===== config.mk =====
export PLATFORM = sky130hd
export DESIGN_NAME = numlock_input_ctrl
export DESIGN_NICKNAME = d
export VERILOG_FILES = /design/src/rtl/numlock_input_ctrl.sv
export SDC_FILE = /design/constraint.sdc
export NUM_CORES = 1
export LEC_CHECK = 0
export ABC_AREA = 1
export ABC_CLOCK_PERIOD_IN_PS = 2550
export BUFFER_PORTS_ARGS = -buffer_cell sky130_fd_sc_hd__buf_4
export CAP_MARGIN = 20
export CORE_MARGIN = 4
export CORE_UTILIZATION = 23
export CTS_CLUSTER_SIZE = 20
export DETAILED_ROUTE_END_ITERATION = 6
export GPL_TIMING_DRIVEN = 0
export PLACE_DENSITY_LB_ADDON = 0.08
export SYNTH_ARGS = -nofsm -noshare
export SYNTH_HDL_FRONTEND = slang
export SYNTH_SLANG_ARGS = --single-unit

===== constraint.sdc =====
create_clock -name ClkPort -period 2.55 [get_ports ClkPort]
set_input_delay 0.1275 -clock ClkPort [delete_from_list [all_inputs] [get_ports ClkPort]]
set_output_delay 0.1275 -clock ClkPort [all_outputs]
set_load 0.01 [all_outputs]

===== src/rtl/numlock_input_ctrl.sv =====
// Input front end for the numlock state machine: synchronizes and debounces
// BtnL/BtnR, emits a slow step strobe, and locks U/Z out after repeated Bad entries.
module numlock_input_ctrl #(
  parameter int DEB_CYCLES = 1000000,
  parameter int TICK_W     = 25,
  parameter int BAD_LIMIT  = 3,
  parameter int LOCK_TICKS = 8
) (
  input  logic       ClkPort,
  input  logic       reset,
  input  logic       BtnL,
  input  logic       BtnR,
  input  logic       bad_in,
  input  logic       unlock_in,
  output logic       U,
  output logic       Z,
  output logic       sm_ce,
  output logic       lockout,
  output logic [2:0] bad_cnt,
  output logic [3:0] lock_remain
);

  localparam int DEB_W = (DEB_CYCLES > 1) ? $clog2(DEB_CYCLES) : 1;
  localparam logic [DEB_W-1:0] DEB_LAST  = DEB_W'(DEB_CYCLES - 1);
  localparam logic [2:0]       BAD_LAST  = 3'(BAD_LIMIT - 1);
  localparam logic [3:0]       LOCK_INIT = 4'(LOCK_TICKS);

  typedef enum logic {ST_RUN = 1'b0, ST_LOCK = 1'b1} state_t;

  logic [1:0] btn_raw;
  logic [1:0] deb_lvl;
  assign btn_raw = {BtnR, BtnL};

  // Index 0 is BtnL (U), index 1 is BtnR (Z).
  genvar gi;
  for (gi = 0; gi < 2; gi++) begin : g_btn
    logic             sync1_q, sync1_d;
    logic             sync2_q, sync2_d;
    logic             deb_q, deb_d;
    logic [DEB_W-1:0] cnt_q, cnt_d;

    // The counter only runs while the synchronized level disagrees with the
    // accepted level; any agreeing sample restarts the stability window.
    always_comb begin
      sync1_d = btn_raw[gi];
      sync2_d = sync1_q;
      deb_d   = deb_q;
      cnt_d   = '0;
      if (sync2_q != deb_q) begin
        if (cnt_q == DEB_LAST) begin
          deb_d = sync2_q;
        end else begin
          cnt_d = cnt_q + 1'b1;
        end
      end
    end

    always_ff @(posedge ClkPort or posedge reset) begin
      if (reset) begin
        sync1_q <= 1'b0;
        sync2_q <= 1'b0;
        deb_q   <= 1'b0;
        cnt_q   <= '0;
      end else begin
        sync1_q <= sync1_d;
        sync2_q <= sync2_d;
        deb_q   <= deb_d;
        cnt_q   <= cnt_d;
      end
    end

    assign deb_lvl[gi] = deb_q;
  end

  logic [TICK_W-1:0] step_q, step_d;
  logic              tick;
  logic              u_q, u_d, z_q, z_d, sm_ce_q, sm_ce_d;
  logic              bad_prev_q, bad_prev_d, unlock_prev_q, unlock_prev_d;
  logic              bad_rise, unlock_rise;
  state_t            state_q, state_d;
  logic [2:0]        bad_cnt_q, bad_cnt_d;
  logic [3:0]        lock_remain_q, lock_remain_d;

  assign tick        = &step_q;
  assign bad_rise    = bad_in & ~bad_prev_q;
  assign unlock_rise = unlock_in & ~unlock_prev_q;

  // U/Z reload only on tick so they are stable across the sm_ce cycle that follows.
  always_comb begin
    step_d        = step_q + 1'b1;
    sm_ce_d       = tick;
    bad_prev_d    = bad_in;
    unlock_prev_d = unlock_in;
    u_d           = u_q;
    z_d           = z_q;
    if (tick) begin
      u_d = deb_lvl[0] & ~lockout;
      z_d = deb_lvl[1] & ~lockout;
    end
  end

  always_ff @(posedge ClkPort or posedge reset) begin
    if (reset) begin
      step_q        <= '0;
      sm_ce_q       <= 1'b0;
      bad_prev_q    <= 1'b0;
      unlock_prev_q <= 1'b0;
      u_q           <= 1'b0;
      z_q           <= 1'b0;
      bad_cnt_q     <= '0;
      lock_remain_q <= '0;
    end else begin
      step_q        <= step_d;
      sm_ce_q       <= sm_ce_d;
      bad_prev_q    <= bad_prev_d;
      unlock_prev_q <= unlock_prev_d;
      u_q           <= u_d;
      z_q           <= z_d;
      bad_cnt_q     <= bad_cnt_d;
      lock_remain_q <= lock_remain_d;
    end
  end

  always_ff @(posedge ClkPort or posedge reset) begin
    if (reset) begin
      state_q <= ST_RUN;
    end else begin
      state_q <= state_d;
    end
  end

  // A Bad edge takes priority over a simultaneous Unlock edge.
  always_comb begin
    state_d       = state_q;
    bad_cnt_d     = bad_cnt_q;
    lock_remain_d = lock_remain_q;
    case (state_q)
      ST_RUN: begin
        if (bad_rise) begin
          if (bad_cnt_q == BAD_LAST) begin
            state_d       = ST_LOCK;
            bad_cnt_d     = '0;
            lock_remain_d = LOCK_INIT;
          end else begin
            bad_cnt_d = bad_cnt_q + 3'd1;
          end
        end else if (unlock_rise) begin
          bad_cnt_d = '0;
        end
      end
      ST_LOCK: begin
        if (tick) begin
          lock_remain_d = lock_remain_q - 4'd1;
          if (lock_remain_q == 4'd1) begin
            state_d = ST_RUN;
          end
        end
      end
      default: state_d = ST_RUN;
    endcase
  end

  always_comb begin
    lockout = (state_q == ST_LOCK);
  end

  assign U           = u_q;
  assign Z           = z_q;
  assign sm_ce       = sm_ce_q;
  assign bad_cnt     = bad_cnt_q;
  assign lock_remain = lock_remain_q;

endmodule


==> flow_summary.json, run 1 <==
{
  "grt_pass1_vias": 3131,
  "routedWlPerCell_um": 11.7,
  "synth_area_mm2": 0.00438,
  "critical_path_peak_fanout": 3,
  "yosysTopAreaCell": "dfrtp_1",
  "antenna_left": 0,
  "drc": 0,
  "powerDensity_mw_per_mm2": 538,
  "ys_top_cells_by_area": "dfrtp_1 (48%), nand2_1 (9.5%), nor2_1 (8.7%)",
  "maxSlewViolCount": 0,
  "diodes": 0,
  "clock.fmax_mhz": 671,
  "wirelength_mm": 9.33,
  "crit_type": "reg2reg",
  "fin_crit_ns": 1.49,
  "grt_max_degree": 65,
  "end_kind": "register",
  "final-seq-area_mm2": 0.00210,
  "cp-start-kind": "register",
  "avgSynthCellArea_um2": 8.31,
  "synthDominantCellAreaShare_pct": 48.0,
  "multiInputGateArea_mm2": 0.00206,
  "design_area_mm2": 0.00518,
  "grt-ovfl-total": 0,
  "dp.cells": 778,
  "relSlewSlack_pct": 64.5,
  "r2r_cells": 6,
  "cp.required_ns": 2.78,
  "endpoint": "g_btn[1].cnt_q[16]",
  "drt_pass1_iterations": 4,
  "synth.distinct_cells": 31,
  "antenna_found_initial": 0,
  "r2r-end": "g_btn[1].cnt_q[16]",
  "insertion_delay_ns": 0.34,
  "path_clk_slew_ns": 0.06,
  "clock_path_buffers": 2,
  "cts_resized": 0,
  "ys_seq_elements": 84,
  "finalSetupViolations": 0,
  "synth-seq-area-share_pct": 48.0,
  "skew_ns": 0.00495,
  "holdCritPathClass": "in2async",
  "io_buffers": 16,
  "fp.dieArea_mm2": 0.0213,
  "dpl-instance-area_mm2": 0.00482,
  "die_h_um": 146,
  "cts_tree": "done",
  "rows": 50,
  "drt_iter0_drc": 147,
  "p_leak_nw": 2.30,
  "fillers": 1970,
  "drive_gt1_share_pct": 14.3,
  "grt_pass1_wl_mm": 16.0,
  "routabilityCongestion": 0.750,
  "grt.total_usage_pct": 9.38,
  "maxCapViolations": 0,
  "crit_start": "g_btn[1].cnt_q[0]",
  "place_ws_ns": 1.03,
  "post-route-period-util_pct": 58.4,
  "fin_cells": 799,
  "layout_setup_ws_ns": 1.06,
  "cts_buffers": 9,
  "status": "finished, final reports clean",
  "dpl.hpwl_mm": 6.69,
  "synthCells": 527,
  "reg2reg_from": "g_btn[1].cnt_q[0]",
  "final_util_pct": 27.7,
  "routed-via-count": 3244,
  "core_area_mm2": 0.0187,
  "syn_nets": 538,
  "via_per_inst": 4.06,
  "ir_drop_mv": 0.285,
  "ios": 17,
  "worst_ep_arrival_time_ns": 1.72,
  "root_buffer": "clkbuf_16",
  "finalHoldViolCount": 0,
  "yosys_warnings": 0,
  "htree_levels": 3,
  "start_util_pct": 23.4,
  "area_growth_pct": 18.2,
  "fp.dieW_um": 146,
  "grt_setup_unrepaired": "no",
  "worst_slew_pin_slew_ns": 0.532,
  "nets": 571,
  "cts_sinks": 84,
  "r2r_slack_ns": 1.06
}
[cell usage after synthesis]
cell type    n
nand2_1    111
nor2_1     101
dfrtp_1     84
inv_1       48
nand3_1     48
xor2_1      29
xnor2_1     14
nand2_2     12
a21oi_1      9
nand4_1      7
nor2_2       7
nor2_4       6
ha_1         5
inv_2        5
nor3_1       5
o21ai_0      5
o21ai_1      5
nand3_2      4
nand3b_1     4
nand2_4      3
and2_1       2
clkinv_2     2
nand3_4      2
nor3_2       2
buf_2        1
clkbuf_1     1
clkbuf_2     1
nor2_8       1
nor3_4       1
o22ai_1      1
xor2_2       1
[cell usage in the layout (no fill, tap or decap), types with 6 or more instances in the layout]
master,count
a21oi_1,9
buf_4,16
clkbuf_16,9
dfrtp_1,84
inv_1,47
nand2_1,111
nand2_2,12
nand3_1,48
nand4_1,7
nor2_1,101
nor2_2,7
nor2_4,6
xnor2_1,14
xor2_1,29
[cell families (layout without fill, tap and decap cells)]
| logic type | Yosys count | after routing | synth area share (%) |
|---|---|---|---|
| AO/OA/AOI/OAI | 20 | 20 | 2.31 |
| adder cells (fa/ha/maj) | 5 | 5 | 1.43 |
| AND/OR/NAND/NOR | 316 | 316 | 34.2 |
| buffers and inverters | 58 | 96 | 5.08 |
| XOR/XNOR | 44 | 44 | 8.97 |
| flip-flops | 84 | 84 | 48.0 |
[how the worst min path moves through the flow]
stage | to | slack, ns | cells after the start
CTS | g_btn[0].cnt_q[5] | 0.30 | 3
finish | g_btn[0].cnt_q[9] | 0.30 | 3
floorplan | bad_prev_q | 0.16 | 0
global placement | g_btn[0].sync1_q | 0.24 | 1
global route | g_btn[0].cnt_q[5] | 0.32 | 3
detailed placement | g_btn[0].cnt_q[5] | 0.11 | 2
[repair_timing]
| action | CTS | global route |
|---|---|---|
| hold buffers | 5 | 0 |
| buffers inserted | 0 | 0 |
| endpoints found under the hold margin | 24 | 0 |
| endpoints found under the setup margin | 0 | 0 |
[sequential cells by signal, summed over array words and instances (netlist names)]
signal / cells
g_btn.sync2_q: 2
sm_ce: 1
g_btn.cnt_q: 40
U: 1
lockout: 1
g_btn.sync1_q: 2
unlock_prev_q: 1
lock_remain: 4
Z: 1
g_btn.deb_q: 2
step_q: 25
bad_prev_q: 1
bad_cnt: 3
[area by class of cell]
type | count | area share, %
plain buffers | 3 | 0.266
clock inverters | 4 | 0.918
well taps | 234 | 5.65
clock buffers | 12 | 4.95
flip-flops and latches | 84 | 40.6
multi-input cells | 385 | 39.7
inverters | 55 | 4.08
repair buffers | 22 | 3.82
[per-stage QoR]
stage                     total power, mW  hold slack, ns  TNS [ns]
after floorplan                      1.43           0.159         0
after global placement               1.45           0.240    -94.78
after detailed placement             1.46           0.112         0
after CTS                            2.86           0.300         0
after global routing                 2.92           0.324         0
final                                2.78           0.302         0
[where the power goes]
part | internal (mW) | switching, mW
Combinational | 0.0279 | 0.0557
Sequential | 1.35 | 0.00855
Clock | 0.810 | 0.537
[critical path, cell delays in order, from the launching register on]
cell	delay [ns]
dfrtp_1	0.37
ha_1	0.24
nand3_2	0.13
nor3_2	0.26
nand2_1	0.14
nor3_1	0.15
nor2_1	0.07
[routing by layer]
layer  global-route usage (%)  wire length (µm)
met4                     5.08               240
met3                     1.71               211
met5                        0                 0
met1                     13.3              4850
met2                     13.5              4020
(Power assumes the default switching activity.)
==> run 2, diff against run 1 <==
Settings changed: ABC_CLOCK_PERIOD_IN_PS 2550 to 1300.
Clock period 2.55 ns to 1.3 ns, I/O delays scaled along.
==> run 2 against run 1 <==
- the run now ends with negative setup slack left
- die area did not move
- utilization rose by 6.9 points
- highest routed layer unchanged
- setup slack got worse by 1.2 ns
- combinational power rose to 2.8 times the previous value
- sequential share of layout area fell by 7.7 points
==> flow_summary.json, run 2 (synthesized netlist as in run 1, its figures left out) <==
{
  "maxCapViolations": 0,
  "nets": 642,
  "p_leak_nw": 2.83,
  "layout_setup_ws_ns": -0.115,
  "drive_gt1_share_pct": 42.8,
  "cts_buffers": 9,
  "die_h_um": 146,
  "regMostFlops": "g_btn.cnt_q",
  "finalHoldViolCount": 0,
  "antenna_left": 0,
  "final_cell_mix": "nand2_1 (92), buf_4 (72), dfrtp_1 (64)",
  "via_per_inst": 4.15,
  "cp.buffers_inverters": 0,
  "worstPathCellList": "ha_2 -> nand2_2 -> nor2_4 -> nand2_4 -> nor2_8 -> nand2_4 -> o21ai_2 -> nand2_1",
  "grt_pass1_wl_mm": 17.2,
  "swShare_pct": 22.6,
  "cp_top_family": "simple AND/OR/NAND/NOR gates",
  "drt_pass1_iterations": 4,
  "insertion_delay_ns": 0.35,
  "p_total_mw": 5.58,
  "routedWlPerCell_um": 12.3,
  "cts_tree": "done",
  "p_int_mw": 4.32,
  "finalSetupViolations": 37,
  "start_util_pct": 23.4,
  "slowest_stage": "dfrtp_1",
  "cts_sinks": 84,
  "grt_pass1_vias": 3402,
  "drt_iter0_drc": 111,
  "routabilityCongestion": 0.794,
  "worst_slew_pin_slew_ns": 0.600,
  "comb_power_share_pct": 4.2,
  "ios": 17,
  "status": "complete, but fails checks",
  "ir_drop_mv": 0.607,
  "cp-start-kind": "register",
  "grt-ovfl-total": 0,
  "fp.dieArea_mm2": 0.0213,
  "path_common_cell": "nand2_4",
  "layout_commonest_cell": "nand2_1",
  "largest_reg_flops": 40,
  "fillers": 1915,
  "p_switching_mw": 1.26,
  "violations": "negative setup slack",
  "rows": 50,
  "htree_levels": 3,
  "relSlewSlack_pct": 59.9,
  "holdCritPathClass": "in2async",
  "final_util_pct": 34.5,
  "root_buffer": "clkbuf_16",
  "skew_ns": 0.00954,
  "wirelength_mm": 10.7,
  "diodes": 0,
  "dp.cells": 779,
  "crit_type": "reg2reg",
  "maxSlewViolCount": 0,
  "path_clk_slew_ns": 0.07,
  "place_ws_ns": -0.189,
  "core_area_mm2": 0.0187,
  "design_area_mm2": 0.00646,
  "routed-via-count": 3610,
  "max_stage_delay_ns": 0.37,
  "cp.required_ns": 1.54,
  "fin_cells": 869,
  "powerDensity_mw_per_mm2": 864,
  "area_growth_pct": 47.5,
  "grt_setup_unrepaired": "yes",
  "clock_path_buffers": 2,
  "critical_path_peak_fanout": 7,
  "grt_max_degree": 37,
  "dpl-instance-area_mm2": 0.00484,
  "grt.total_usage_pct": 10.1,
  "fp.dieW_um": 146,
  "clock.fmax_mhz": 707,
  "io_buffers": 16,
  "post-route-period-util_pct": 109,
  "fin_crit_ns": 1.41,
  "p_seq_share_pct": 47.8,
  "p_clk_share_pct": 48.0,
  "worst_ep_arrival_time_ns": 1.65,
  "antenna_found_initial": 0,
  "drc": 0,
  "end_kind": "register",
  "dpl.hpwl_mm": 6.97
}
==> run 2: cell count changes in the layout (fill, tap and decap cells not counted), moves of 17 or more <==
cell     change
dfrtp_2     +20
nand3_1     -17
nor2_2      +18
nor2_1      -44
nor2_4      +26
buf_4       +56
dfrtp_1     -20
nand2_1     -19
==> run 2: metal layers <==
| layer | vias to the layer above | GRT usage [%] | wire, µm |
|---|---|---|---|
| met4 | 0 | 4.09 | 170 |
| met1 | 1701 | 14.1 | 5330 |
| met3 | 10 | 2.58 | 348 |
| li1 | 1859 | - | - |
| met2 | 40 | 14.8 | 4860 |
| met5 | - | 0 | 0 |
==> run 2: worst register-to-register path, stage by stage, from the launching register on <==
cell,delay [ns]
dfrtp_1,0.37
ha_2,0.19
nand2_2,0.07
nor2_4,0.12
nand2_4,0.11
nor2_8,0.16
nand2_4,0.11
o21ai_2,0.12
nand2_1,0.05
==> run 2: timing repair <==
item | in CTS | in global routing
pin swaps | 27 | 64
endpoints found under the hold margin | 27 | 0
hold buffers | 5 | 0
setup buffers | 27 | 47
gates resized for setup | 51 | 140
setup endpoints to repair | 53 | 63
==> run 2: worst paths after layout <==
check	startpoint	endpoint	slack, ns	cells after the start
worst max-delay path	step_q[0]	lockout	-0.11	8
worst min-delay path	reset	g_btn[1].cnt_q[18]	0.34	3
worst max register to register	step_q[0]	lockout	-0.11	8
worst min register to register	g_btn[0].sync1_q	g_btn[0].sync2_q	0.35	0
max in group asynchronous	reset	U	0.17	5
min in group ClkPort	g_btn[0].sync1_q	g_btn[0].sync2_q	0.35	0
==> run 2: power groups by stage <==
stage	Combinational, mW	Sequential [mW]	Clock (mW)
3_3_place_gp	0.152	2.70	0
2_1_floorplan	0.0988	2.70	0
5_1_grt	0.269	2.67	2.90
4_1_cts	0.202	2.66	2.80
6_report	0.237	2.67	2.68
3_5_place_dp	0.167	2.70	0
==> run 2: final cells by class <==
type	count	area, µm²	share of cell area (%)
multi-input combinational	385	2680	41.4
sequential	84	2130	32.9
timing repair buffer	95	836	12.9
tap	234	293	4.53
clock buffer	11	253	3.91
inverter	55	221	3.43
clock inverter	4	48.8	0.755
buffer	1	5.00	0.0775
==> run 2: per-stage QoR <==
stage,hold slack (ns),TNS [ns]
final,0.340,-2.08
after CTS,0.349,-2.18
after floorplan,0.0964,-0.0682
after detailed placement,0.176,-4.41
after global placement,0.176,-47.92
after global routing,0.354,-5.64
